===== src/rtl/ieee_to_int_converter.sv =====
// Single-precision IEEE754 to signed 32-bit integer converter.
// Classifies on accept, aligns one bit per cycle, then rounds (RNE or RTZ) and saturates.
module ieee_to_int_converter (
  input  logic        clk,
  input  logic        rst,
  input  logic        in_valid,
  output logic        in_ready,
  input  logic [31:0] in_number,
  input  logic        round_mode,
  output logic        out_valid,
  input  logic        out_ready,
  output logic [31:0] out_int,
  output logic        out_invalid,
  output logic        out_inexact,
  output logic [1:0]  dbg_state
);

  // Handshake: a transfer happens on a rising edge where valid & ready are both high;
  // out_int and the flags stay frozen while out_valid is high and out_ready is low.

  typedef enum logic [1:0] {IDLE, SHIFT, ROUND, DONE} state_t;

  state_t state, state_nx;

  logic        sign_q, mode_q, left_q, forced_q, forced_inv_q;
  logic [31:0] forced_val_q;
  logic [30:0] mag_q;
  logic        g_q, t_q;
  logic [4:0]  cnt_q;

  logic [7:0]  exp_in;
  logic [22:0] frac_in;
  logic        cls_forced, cls_inv, cls_t, cls_left;
  logic [31:0] cls_val;
  logic [4:0]  cls_cnt;

  logic        inc;
  logic [31:0] mag_rnd, rnd_res;

  assign exp_in    = in_number[30:23];
  assign frac_in   = in_number[22:0];
  assign in_ready  = (state == IDLE) && !rst;
  assign out_valid = (state == DONE);
  assign dbg_state = state;

  // Operand classification, used only on the accepting edge.
  always_comb begin
    cls_forced = 1'b0;
    cls_inv    = 1'b0;
    cls_t      = 1'b0;
    cls_left   = 1'b0;
    cls_val    = 32'd0;
    cls_cnt    = 5'd0;
    if (exp_in == 8'd255) begin
      cls_forced = 1'b1;
      cls_inv    = 1'b1;
      cls_val    = ((frac_in != 23'd0) || !in_number[31]) ? 32'h7FFF_FFFF : 32'h8000_0000;
    end else if (exp_in >= 8'd158) begin
      cls_forced = 1'b1;
      if (in_number[31] && exp_in == 8'd158 && frac_in == 23'd0) begin
        cls_val = 32'h8000_0000;
      end else begin
        cls_inv = 1'b1;
        cls_val = in_number[31] ? 32'h8000_0000 : 32'h7FFF_FFFF;
      end
    end else if (exp_in < 8'd126) begin
      // Magnitude below 0.5: zero in both modes, inexact unless the operand is a zero.
      cls_forced = 1'b1;
      cls_t      = (exp_in != 8'd0) || (frac_in != 23'd0);
    end else if (exp_in <= 8'd150) begin
      cls_cnt = 5'(8'd150 - exp_in);
    end else begin
      cls_left = 1'b1;
      cls_cnt  = 5'(exp_in - 8'd150);
    end
  end

  always_comb begin
    inc     = !mode_q && g_q && (t_q || mag_q[0]);
    mag_rnd = {1'b0, mag_q} + {31'd0, inc};
    rnd_res = sign_q ? (32'd0 - mag_rnd) : mag_rnd;
  end

  always_comb begin
    state_nx = state;
    unique case (state)
      IDLE:    if (in_valid) state_nx = (cls_forced || cls_cnt == 5'd0) ? ROUND : SHIFT;
      SHIFT:   if (cnt_q == 5'd1) state_nx = ROUND;
      ROUND:   state_nx = DONE;
      DONE:    if (out_ready) state_nx = IDLE;
      default: state_nx = IDLE;
    endcase
  end

  always_ff @(posedge clk) begin
    if (rst) begin
      state        <= IDLE;
      out_int      <= 32'd0;
      out_invalid  <= 1'b0;
      out_inexact  <= 1'b0;
      sign_q       <= 1'b0;
      mode_q       <= 1'b0;
      left_q       <= 1'b0;
      forced_q     <= 1'b0;
      forced_inv_q <= 1'b0;
      forced_val_q <= 32'd0;
      mag_q        <= 31'd0;
      g_q          <= 1'b0;
      t_q          <= 1'b0;
      cnt_q        <= 5'd0;
    end else begin
      state <= state_nx;
      unique case (state)
        IDLE: if (in_valid) begin
          sign_q       <= in_number[31];
          mode_q       <= round_mode;
          left_q       <= cls_left;
          forced_q     <= cls_forced;
          forced_inv_q <= cls_inv;
          forced_val_q <= cls_val;
          mag_q        <= {7'd0, 1'b1, frac_in};
          g_q          <= 1'b0;
          t_q          <= cls_t;
          cnt_q        <= cls_cnt;
        end
        SHIFT: begin
          cnt_q <= cnt_q - 5'd1;
          if (left_q) begin
            mag_q <= mag_q << 1;
          end else begin
            t_q   <= t_q | g_q;
            g_q   <= mag_q[0];
            mag_q <= mag_q >> 1;
          end
        end
        ROUND: begin
          out_int     <= forced_q ? forced_val_q : rnd_res;
          out_invalid <= forced_inv_q;
          out_inexact <= g_q | t_q;
        end
        default: ;
      endcase
    end
  end

endmodule


===== config.mk =====
export PLATFORM = sky130hd
export DESIGN_NAME = ieee_to_int_converter
export DESIGN_NICKNAME = d
export VERILOG_FILES = /design/src/rtl/ieee_to_int_converter.sv
export SDC_FILE = /design/constraint.sdc
export NUM_CORES = 1
export LEC_CHECK = 0
export BUFFER_PORTS_ARGS = -buffer_cell sky130_fd_sc_hd__clkbuf_2
export CELL_PAD_IN_SITES_DETAIL_PLACEMENT = 1
export CELL_PAD_IN_SITES_GLOBAL_PLACEMENT = 1
export CORE_MARGIN = 2
export CORE_UTILIZATION = 47
export CTS_CLUSTER_DIAMETER = 150
export DETAILED_ROUTE_END_ITERATION = 8
export MAX_ROUTING_LAYER = met4
export PLACE_DENSITY_LB_ADDON = 0.1
export SLEW_MARGIN = 5
export SYNTH_ARGS = -nofsm -noshare
export SYNTH_HDL_FRONTEND = slang
export SYNTH_SLANG_ARGS = --single-unit

===== constraint.sdc =====
create_clock -name clk -period 9.6 [get_ports clk]
set_input_delay 1.92 -clock clk [delete_from_list [all_inputs] [get_ports clk]]
set_output_delay 1.92 -clock clk [all_outputs]
set_load 0.05 [all_outputs]

==> impl_metrics.json, run 1 <==
{
  "rows": 40,
  "fin_nets": 849,
  "synthesis.area_um2": 5860,
  "slew_violations": 0,
  "cts_hold_buf": 0,
  "port_buffers": 74,
  "fin_tns_setup_ns": 0,
  "path_clk_slew_ns": 0.06,
  "path_common_cell": "clkbuf_2",
  "hold-path-endpoint": "forced_val_q[31]",
  "cp.arrival_ns": 2.46,
  "skew_ns": 0.0112,
  "grt_max_degree": 81,
  "cts_root_buffer": "clkbuf_16",
  "post-route-min-period_ns": 4.38,
  "drt_iter0_drc": 281,
  "path_class": "in -> out",
  "reg2reg_depth": 13,
  "clock_sinks": 81,
  "start_kind": "input port",
  "post-cts-setup-buffers": 0,
  "min-delay-start": "forced_val_q[31]",
  "r2r_start": "mag_q[0]",
  "ant_nets": 0,
  "cts_made_buffers": 9,
  "place_inst": 953,
  "endpoint_kind": "output pin",
  "vias": 5718,
  "cts_max_path_buffers": 2,
  "hold_viol": 0,
  "n_antenna_cell": 0,
  "synth_seq_area_share_pct": 27.7,
  "viasPerCell": 5.90,
  "layout-drive-gt1-share_pct": 15.2,
  "hold_class": "reg -> reg",
  "cts_tree": "yes",
  "wl_per_cell_um": 18.3,
  "start_util_pct": 48.4,
  "dieArea_um2": 13400,
  "htree_levels": 3,
  "cp_num_buf_inv": 2,
  "synth_top_area_cell": "dfxtp_1",
  "max-vdd-ir-drop_uv": 114,
  "r2r-end": "out_int[28]",
  "path_max_fanout": 2,
  "power-per-cell-area_nw_per_um2": 302,
  "die_w_um": 116,
  "final_cell_mix": "nand2_1 (101), dfxtp_1 (81), clkbuf_2 (74)",
  "synth.area.top_cells": "dfxtp_1 (28%), nand2_1 (6.5%), xnor2_1 (6.1%), a21oi_1 (5.3%), mux2i_1 (4.6%)",
  "final_common_cell": "nand2_1",
  "synth_top_cell_area_share_pct": 27.7,
  "tightestPinTransition_ns": 1.10,
  "maxSlewHeadroom_pct": 26.9,
  "antenna_found_initial": 0,
  "insertion_delay_ns": 0.36,
  "dieHeight_um": 116,
  "fmax_mhz": 228,
  "p_leak_nw": 2.36,
  "cts_resized": 0,
  "grt.total_usage_pct": 28.2,
  "ys_types": 71,
  "async_flop_share_pct": 0,
  "grt_pass1_vias": 5678,
  "cp_slowest_stage_delay_ns": 0.28,
  "status": "complete, no violations",
  "crit_slowest_cell": "clkbuf_2",
  "worstPathRequired_ns": 7.68,
  "grt_pass1_wl_um": 28800,
  "fin_cells": 969,
  "remaining_drc_errors": 0,
  "avgSynthCellArea_um2": 7.57,
  "syn_inst": 774,
  "critPathTopFamily": "buffers and inverters",
  "core-area_um2": 12100,
  "holdPathStages": 2,
  "fill_cells": 1547,
  "finalSetupViolations": 0,
  "cap_violations": 0,
  "synth-edff-count": 0,
  "wirelength_um": 17700,
  "ys_ff_latch": 81,
  "reg2reg_setup_slack_ns": 5.39,
  "synth_fp_nets": 827,
  "gp_congestion": 0.890,
  "synthFlopType": "dfxtp_1",
  "syn_to_final_growth_pct": 10.8,
  "place_hpwl_um": 13200,
  "yosys_warnings": 0,
  "period_share_pct": 45.6,
  "crit_chain": "clkbuf_2, nor2b_1, clkbuf_2",
  "dr.pass1.iters": 5,
  "rsz0062_at_grt": "false",
  "ios": 75,
  "grt_overflow": 0
}
## synthesized netlist by cell type, drive strengths merged (7+ instances only)
cell type / instances
nand2: 101
o211ai: 27
nor4: 15
nand3: 19
and2: 12
o21ai: 31
nand4: 18
dfxtp: 81
xnor2: 41
inv: 19
o31ai: 10
a22oi: 7
ha: 16
a311oi: 7
a21oi: 62
xor2: 23
nor3: 30
nor2: 66
buf: 18
nand2b: 11
clkbuf: 51
mux2i: 27
## worst max-delay path by stage
| stage | startpoint | end | slack (ns) | cells after the start |
|---|---|---|---|---|
| floorplan | rst | in_ready | 4.72 | 3 |
| detailed placement | rst | in_ready | 5.21 | 3 |
| global placement | rst | in_ready | 5.21 | 3 |
| CTS | rst | in_ready | 5.21 | 3 |
| global route | mag_q[0] | out_int[25] | 5.00 | 13 |
| finish | rst | in_ready | 5.22 | 3 |
## flip-flops by register name, indices dropped and copies added (netlist names)
name and flops:
out_int 32, mag_q 31, cnt_q 5, dbg_state 2
forced_val_q 2, forced_inv_q 1, forced_q 1, g_q 1
left_q 1, mode_q 1, out_inexact 1, out_invalid 1
sign_q 1, t_q 1
## through the flow
step	utilization [%]	hold slack, ns	setup WS (ns)	instance area [um2]	power [mW]
after floorplan	-	0.431	4.72	5860	1.34
after global placement	51.1	0.451	5.21	6190	1.56
after detailed placement	51.1	0.463	5.21	6190	1.60
after CTS	53.6	0.474	5.21	6490	1.97
after global routing	53.6	0.491	5.00	6490	2.09
final	53.6	0.470	5.22	6490	1.96
## layer usage
| layer | share of wire, % | vias up | wire length, um | track usage (%) |
|---|---|---|---|---|
| li1 | - | 2800 | - | - |
| met1 | 46 | 2780 | 8220 | 35.0 |
| met2 | 48 | 114 | 8480 | 46.5 |
| met3 | 3.3 | 24 | 582 | 4.03 |
| met5 | 0 | - | 0 | - |
| met4 | 2.5 | 0 | 444 | 10.5 |
## tightest hold or removal path, cell delays in order (launching register included)
cell	delay (ns)
dfxtp_1	0.31
nand2_1	0.06
a21oi_1	0.05
## power breakdown
| part | internal (mW) | switching (mW) |
|---|---|---|
| clock network | 0.209 | 0.153 |
| logic | 0.328 | 0.700 |
| registers | 0.433 | 0.141 |
| total | 0.970 | 0.993 |
## cells by family (layout without fill, tap and decap cells)
logic type	Yosys count	after routing	synth area share, %
buffers and inverters	88	115	6.43
AND/OR/NAND/NOR	305	305	26.0
AO/OA/AOI/OAI	187	187	21.1
flip-flops	81	81	27.7
adder cells (fa/ha/maj)	16	16	3.42
multiplexers	33	33	5.77
XOR/XNOR	64	64	9.57
## final cells by class
cell class	count	area [um2]	share of cell area (%)
flip-flops and latches	81	1620	25.0
clock inverters	6	65.1	1.00
well taps	168	210	3.24
repair buffers	80	415	6.40
inverters	19	71.3	1.10
clock buffers	10	239	3.68
multi-input cells	605	3870	59.6
No activity file was read; power rests on OpenSTA's default activity.
==> run 2, diff against run 1 <==
- CORE_UTILIZATION: 47 -> 39
- clock period: 9.6 -> 3.6 ns (I/O delays scaled with it)
==> run 2 against run 1 <==
Compared with the run above:
- clock power is 150% higher
- routed wire length is 5.6% higher
- setup slack worse by 5.0 ns
- final cell count is 3.9% higher
- sequential share of layout area is 0.88 points lower
- design area is 3.7% higher
- combinational power grew to 2.8 times the previous value
- sequential power grew to 2.6 times the previous value
- core utilization is 7.4 points lower
- register-to-register slack worse by 5.2 ns
- global-route usage is 3.9 points lower
- critical endpoint is now out_int[28]
==> impl_metrics.json, run 2 (synthesis results as in run 1) <==
{
  "reg_top3": "out_int x32, mag_q x31, cnt_q x5",
  "drt_iter0_drc": 317,
  "port_buffers": 74,
  "place_ws_ns": 0.0266,
  "reg2reg_depth": 15,
  "largest_register_ffs": 32,
  "rsz0062_at_grt": "true",
  "remaining_drc_errors": 0,
  "hold_class": "reg -> reg",
  "ant_nets": 0,
  "grt_pass1_vias": 5822,
  "ios": 75,
  "finalSetupViolations": 0,
  "cts_made_buffers": 9,
  "syn_to_final_growth_pct": 15.0,
  "hold_viol": 0,
  "grt_max_degree": 79,
  "cp.arrival_ns": 3.57,
  "fin_util_pct": 46.2,
  "grtUsageMet3_pct": 2.53,
  "post-route-min-period_ns": 3.36,
  "post_dp_cell_area_um2": 6350,
  "tightestPinTransition_ns": 1.02,
  "skew_ns": 0.00750,
  "status": "complete, no violations",
  "grt_overflow": 0,
  "place_hpwl_um": 13900,
  "dieArea_um2": 16000,
  "grt_pass1_wl_um": 30800,
  "period_share_pct": 93.4,
  "hold_ws_ns": 0.459,
  "cts_tree": "yes",
  "finalWorstSetupSlack_ns": 0.236,
  "viasPerCell": 5.69,
  "path_clk_slew_ns": 0.07,
  "critPathTopFamily": "simple AND/OR/NAND/NOR gates",
  "fin_nets": 871,
  "fmax_mhz": 297,
  "hold-path-endpoint": "forced_inv_q",
  "dieHeight_um": 127,
  "cts_hold_buf": 0,
  "gr-usage-met1_pct": 33.3,
  "cts_root_buffer": "clkbuf_16",
  "cap_violations": 0,
  "antenna_found_initial": 0,
  "worstPathRequired_ns": 3.81,
  "final_cell_mix": "nand2_1 (101), dfxtp_1 (80), clkbuf_2 (74)",
  "start_util_pct": 40.1,
  "grt.total_usage_pct": 24.3,
  "wl_per_cell_um": 18.6,
  "wirelength_um": 18700,
  "r2r-end": "out_int[28]",
  "dr.pass1.iters": 4,
  "max-vdd-ir-drop_uv": 344,
  "rows": 44,
  "maxSlewHeadroom_pct": 31.8,
  "p_leak_nw": 2.49,
  "place_inst": 987,
  "gp_congestion": 0.868,
  "clock_sinks": 81,
  "final_common_cell": "nand2_1",
  "total_power_mw": 5.30,
  "start_kind": "flop",
  "cts_max_path_buffers": 2,
  "path_class": "reg -> reg",
  "busiest_layer": "met2",
  "crit_chain": "nor2_1, nor3b_1, ha_1, buf_4, nand4_1, buf_4, nor4_2, buf_4, xnor2_1, and4_4, nand4_1, or3_4, o31a_1, mux2i_1, a21oi_1",
  "endpoint_kind": "flop",
  "slew_violations": 0,
  "layout-drive-gt1-share_pct": 18.7,
  "fin_cells": 1007,
  "regMostFlops": "out_int",
  "insertion_delay_ns": 0.35,
  "cp_slowest_stage_delay_ns": 0.40,
  "path_max_fanout": 5,
  "fin_tns_setup_ns": 0,
  "die_w_um": 127,
  "power-per-cell-area_nw_per_um2": 786,
  "grt.met2_usage_pct": 38.0,
  "htree_levels": 3,
  "vias": 5730,
  "cp_num_buf_inv": 3,
  "path_common_cell": "buf_4",
  "holdPathStages": 2,
  "n_antenna_cell": 0,
  "fill_cells": 1851,
  "min-delay-start": "forced_inv_q",
  "core-area_um2": 14600,
  "r2r_start": "t_q",
  "fin_area_um2": 6730,
  "reg2reg_setup_slack_ns": 0.24,
  "crit_slowest_cell": "or3_4"
}
-- run 2: how the worst max path moves through the flow --
stage                              to  cells after the start  slack (ns)     start
after floorplan           out_int[26]                     14        0.31  mag_q[0]
after global placement    out_int[30]                     13        0.21       g_q
after detailed placement  out_int[28]                     12        0.03       g_q
after CTS                 out_int[28]                     12        0.03       g_q
after global routing      out_int[28]                     15       -0.03       t_q
final                     out_int[28]                     15        0.24       t_q
-- run 2: timing repair --
action / 4_1_cts / 5_1_grt
setup buffers: 0 / 3
setup endpoints to repair: 0 / 9
resized for setup: 0 / 13
-- run 2: power by group --
part / internal (mW) / switching, mW / total (mW)
clock: 0.475 / 0.418 / 0.892
combinational: 0.961 / 1.96 / 2.92
sequential: 1.15 / 0.325 / 1.48
-- run 2: routing by layer --
metal | up-vias | wire length (um)
met4 | 0 | 371
met2 | 135 | 8780
li1 | 2843 | -
met1 | 2728 | 8890
met3 | 24 | 676
met5 | - | 0
-- run 2: worst min-delay path, cell delays in order, from the launching register on --
cell and delay (ns):
dfxtp_1 0.31, nand2_1 0.05, a21oi_1 0.05
-- run 2: layout make-up --
type                    count  area [um2]  area share (%)
multi-input cells         606        3940            58.6
flip-flops and latches     81        1620            24.1
repair buffers            101         586            8.70
well taps                 184         230            3.42
clock buffers               9         225            3.34
inverters                  19        71.3            1.06
clock inverters             7        55.1           0.818
==> run 3, diff against run 2 <==
- CELL_PAD_IN_SITES_GLOBAL_PLACEMENT: 1 -> 2
- CORE_UTILIZATION: 39 -> 31
==> run 3 against run 2 <==
Compared with the run above:
- fmax up 0.60%
- clock skew up 0.0019 ns
- combinational power up 2%
- setup slack better by 0.020 ns
- critical path depth unchanged
- register-to-register slack better by 0.02 ns
- final cell count up 5.3%
- critical endpoint is now out_int[29]
- via count down 0.75%
- largest power group unchanged
- first-iteration DRC count down 18%
- non-clock buffer count up 4
- core utilization down 9.4 points
- worst hold slack better by 0.0011 ns
==> impl_metrics.json, run 3 (synthesis results as in run 1) <==
{
  "grt_max_degree": 81,
  "holdPathStages": 2,
  "worstPathRequired_ns": 3.88,
  "grt_pass1_vias": 5756,
  "die_w_um": 141,
  "dieHeight_um": 141,
  "dr.pass1.iters": 4,
  "place_inst": 1042,
  "wl_per_cell_um": 18.4,
  "hold_ws_ns": 0.460,
  "layout-drive-gt1-share_pct": 19.4,
  "p_sw_share_pct": 50.6,
  "start_kind": "flop",
  "htree_levels": 3,
  "slew_violations": 0,
  "cts_tree": "yes",
  "grt.total_usage_pct": 20.6,
  "status": "complete, no violations",
  "core-area_um2": 18600,
  "cp.arrival_ns": 3.62,
  "tightestPinTransition_ns": 0.936,
  "post-route-min-period_ns": 3.34,
  "gp_congestion": 0.843,
  "maxSlewHeadroom_pct": 37.6,
  "fmax_mhz": 299,
  "grt_pass1_wl_um": 31900,
  "remaining_drc_errors": 0,
  "path_clk_slew_ns": 0.07,
  "p_leak_nw": 2.51,
  "path_max_fanout": 7,
  "dieArea_um2": 20000,
  "largest_register_ffs": 32,
  "port_buffers": 74,
  "final_common_cell": "nand2_1",
  "skew_ns": 0.00943,
  "p_seq_share_pct": 26.7,
  "fin_tns_setup_ns": 0,
  "cts_max_path_buffers": 2,
  "ant_nets": 0,
  "insertion_delay_ns": 0.36,
  "finalSetupViolations": 0,
  "start_util_pct": 31.4,
  "reg_top3": "out_int x32, mag_q x31, cnt_q x5",
  "power-per-cell-area_nw_per_um2": 794,
  "antenna_found_initial": 1,
  "regMostFlops": "out_int",
  "clock_power_share_pct": 18.4,
  "max-vdd-ir-drop_uv": 282,
  "period_share_pct": 92.9,
  "fin_cells": 1060,
  "hold_viol": 0,
  "wirelength_um": 19500,
  "fill_cells": 2298,
  "path_class": "reg -> reg",
  "place_hpwl_um": 14600,
  "total_power_mw": 5.44,
  "cts_root_buffer": "clkbuf_16",
  "rsz0062_at_grt": "false",
  "n_antenna_cell": 0,
  "grt_overflow": 0,
  "viasPerCell": 5.37,
  "hold_class": "reg -> reg",
  "drt_iter0_drc": 259,
  "reg2reg_depth": 15,
  "combPwrFrac_pct": 54.9,
  "fin_util_pct": 36.8,
  "ios": 75,
  "cts_made_buffers": 9,
  "p_int_mw": 2.69,
  "syn_to_final_growth_pct": 17.0,
  "clock_sinks": 81,
  "power.switching_mw": 2.76,
  "rows": 50,
  "final_cell_mix": "nand2_1 (101), dfxtp_1 (79), clkbuf_2 (74)",
  "vias": 5687,
  "cap_violations": 0,
  "endpoint_kind": "flop",
  "fin_nets": 874
}
[run 3: cell types whose count changed in the layout (fill, tap and decap cells not counted), sizes merged]
cell	delta
buf	+4
nor4	-1
clkinv	-1
bufinv	+1
[run 3: area by class of cell]
| class | count | area, um2 | area share, % |
|---|---|---|---|
| Clock buffer | 9 | 225 | 3.29 |
| Clock inverter | 7 | 88.8 | 1.30 |
| Inverter | 19 | 71.3 | 1.04 |
| Multi-Input combinational cell | 605 | 3950 | 57.6 |
| Sequential cell | 81 | 1620 | 23.7 |
| Tap cell | 234 | 293 | 4.27 |
| Timing Repair Buffer | 105 | 603 | 8.80 |
[run 3: routing by layer]
layer | up-vias | track usage (%) | share of wire (%)
li1 | 2857 | - | -
met1 | 2731 | 27.9 | 51
met2 | 79 | 32.5 | 45
met3 | 20 | 2.43 | 2.1
met4 | 0 | 6.11 | 1.8
met5 | - | - | 0
[run 3: power by group through the flow]
stage	Clock (mW)	Combinational (mW)	Sequential [mW]
2_1_floorplan	0	1.81	1.76
3_3_place_gp	0	2.89	1.46
3_5_place_dp	0	2.92	1.48
4_1_cts	1.02	2.94	1.46
5_1_grt	1.06	3.31	1.50
6_report	1.00	2.99	1.46
[run 3: worst max-delay path, stage by stage, from the launching register on]
cell and delay, ns:
dfxtp_1 0.34, nor2_1 0.06, nor3b_2 0.16, ha_2 0.22, ha_2 0.21, buf_4 0.16, xor2_1 0.11, nor3_2 0.27
nand4_1 0.18, nor4_4 0.41, nand4b_1 0.16, buf_4 0.19, o41ai_4 0.37, xnor2_1 0.16, a21oi_1 0.08, nor3_1 0.17
[run 3: worst paths after layout]
path                            slack [ns]           end          from
worst min-delay path                  0.46  forced_inv_q  forced_inv_q
worst min register to register        0.46  forced_inv_q  forced_inv_q
worst max-delay path                  0.26   out_int[29]      mag_q[0]
worst max register to register        0.26   out_int[29]      mag_q[0]
[run 3: repair_timing]
action	CTS	global route
gates resized for setup	0	19
hold buffers	0	0
buffers inserted	0	2
endpoints found under the setup margin	0	10
endpoints found under the hold margin	0	0
[run 3: stage by stage]
stage	worst slack (ns)	instance area (um2)
after global placement	0.185	6440
final	0.256	6850
after floorplan	0.311	5860
after detailed placement	0.0663	6440
after CTS	0.0260	6760
after global routing	0.00783	6850
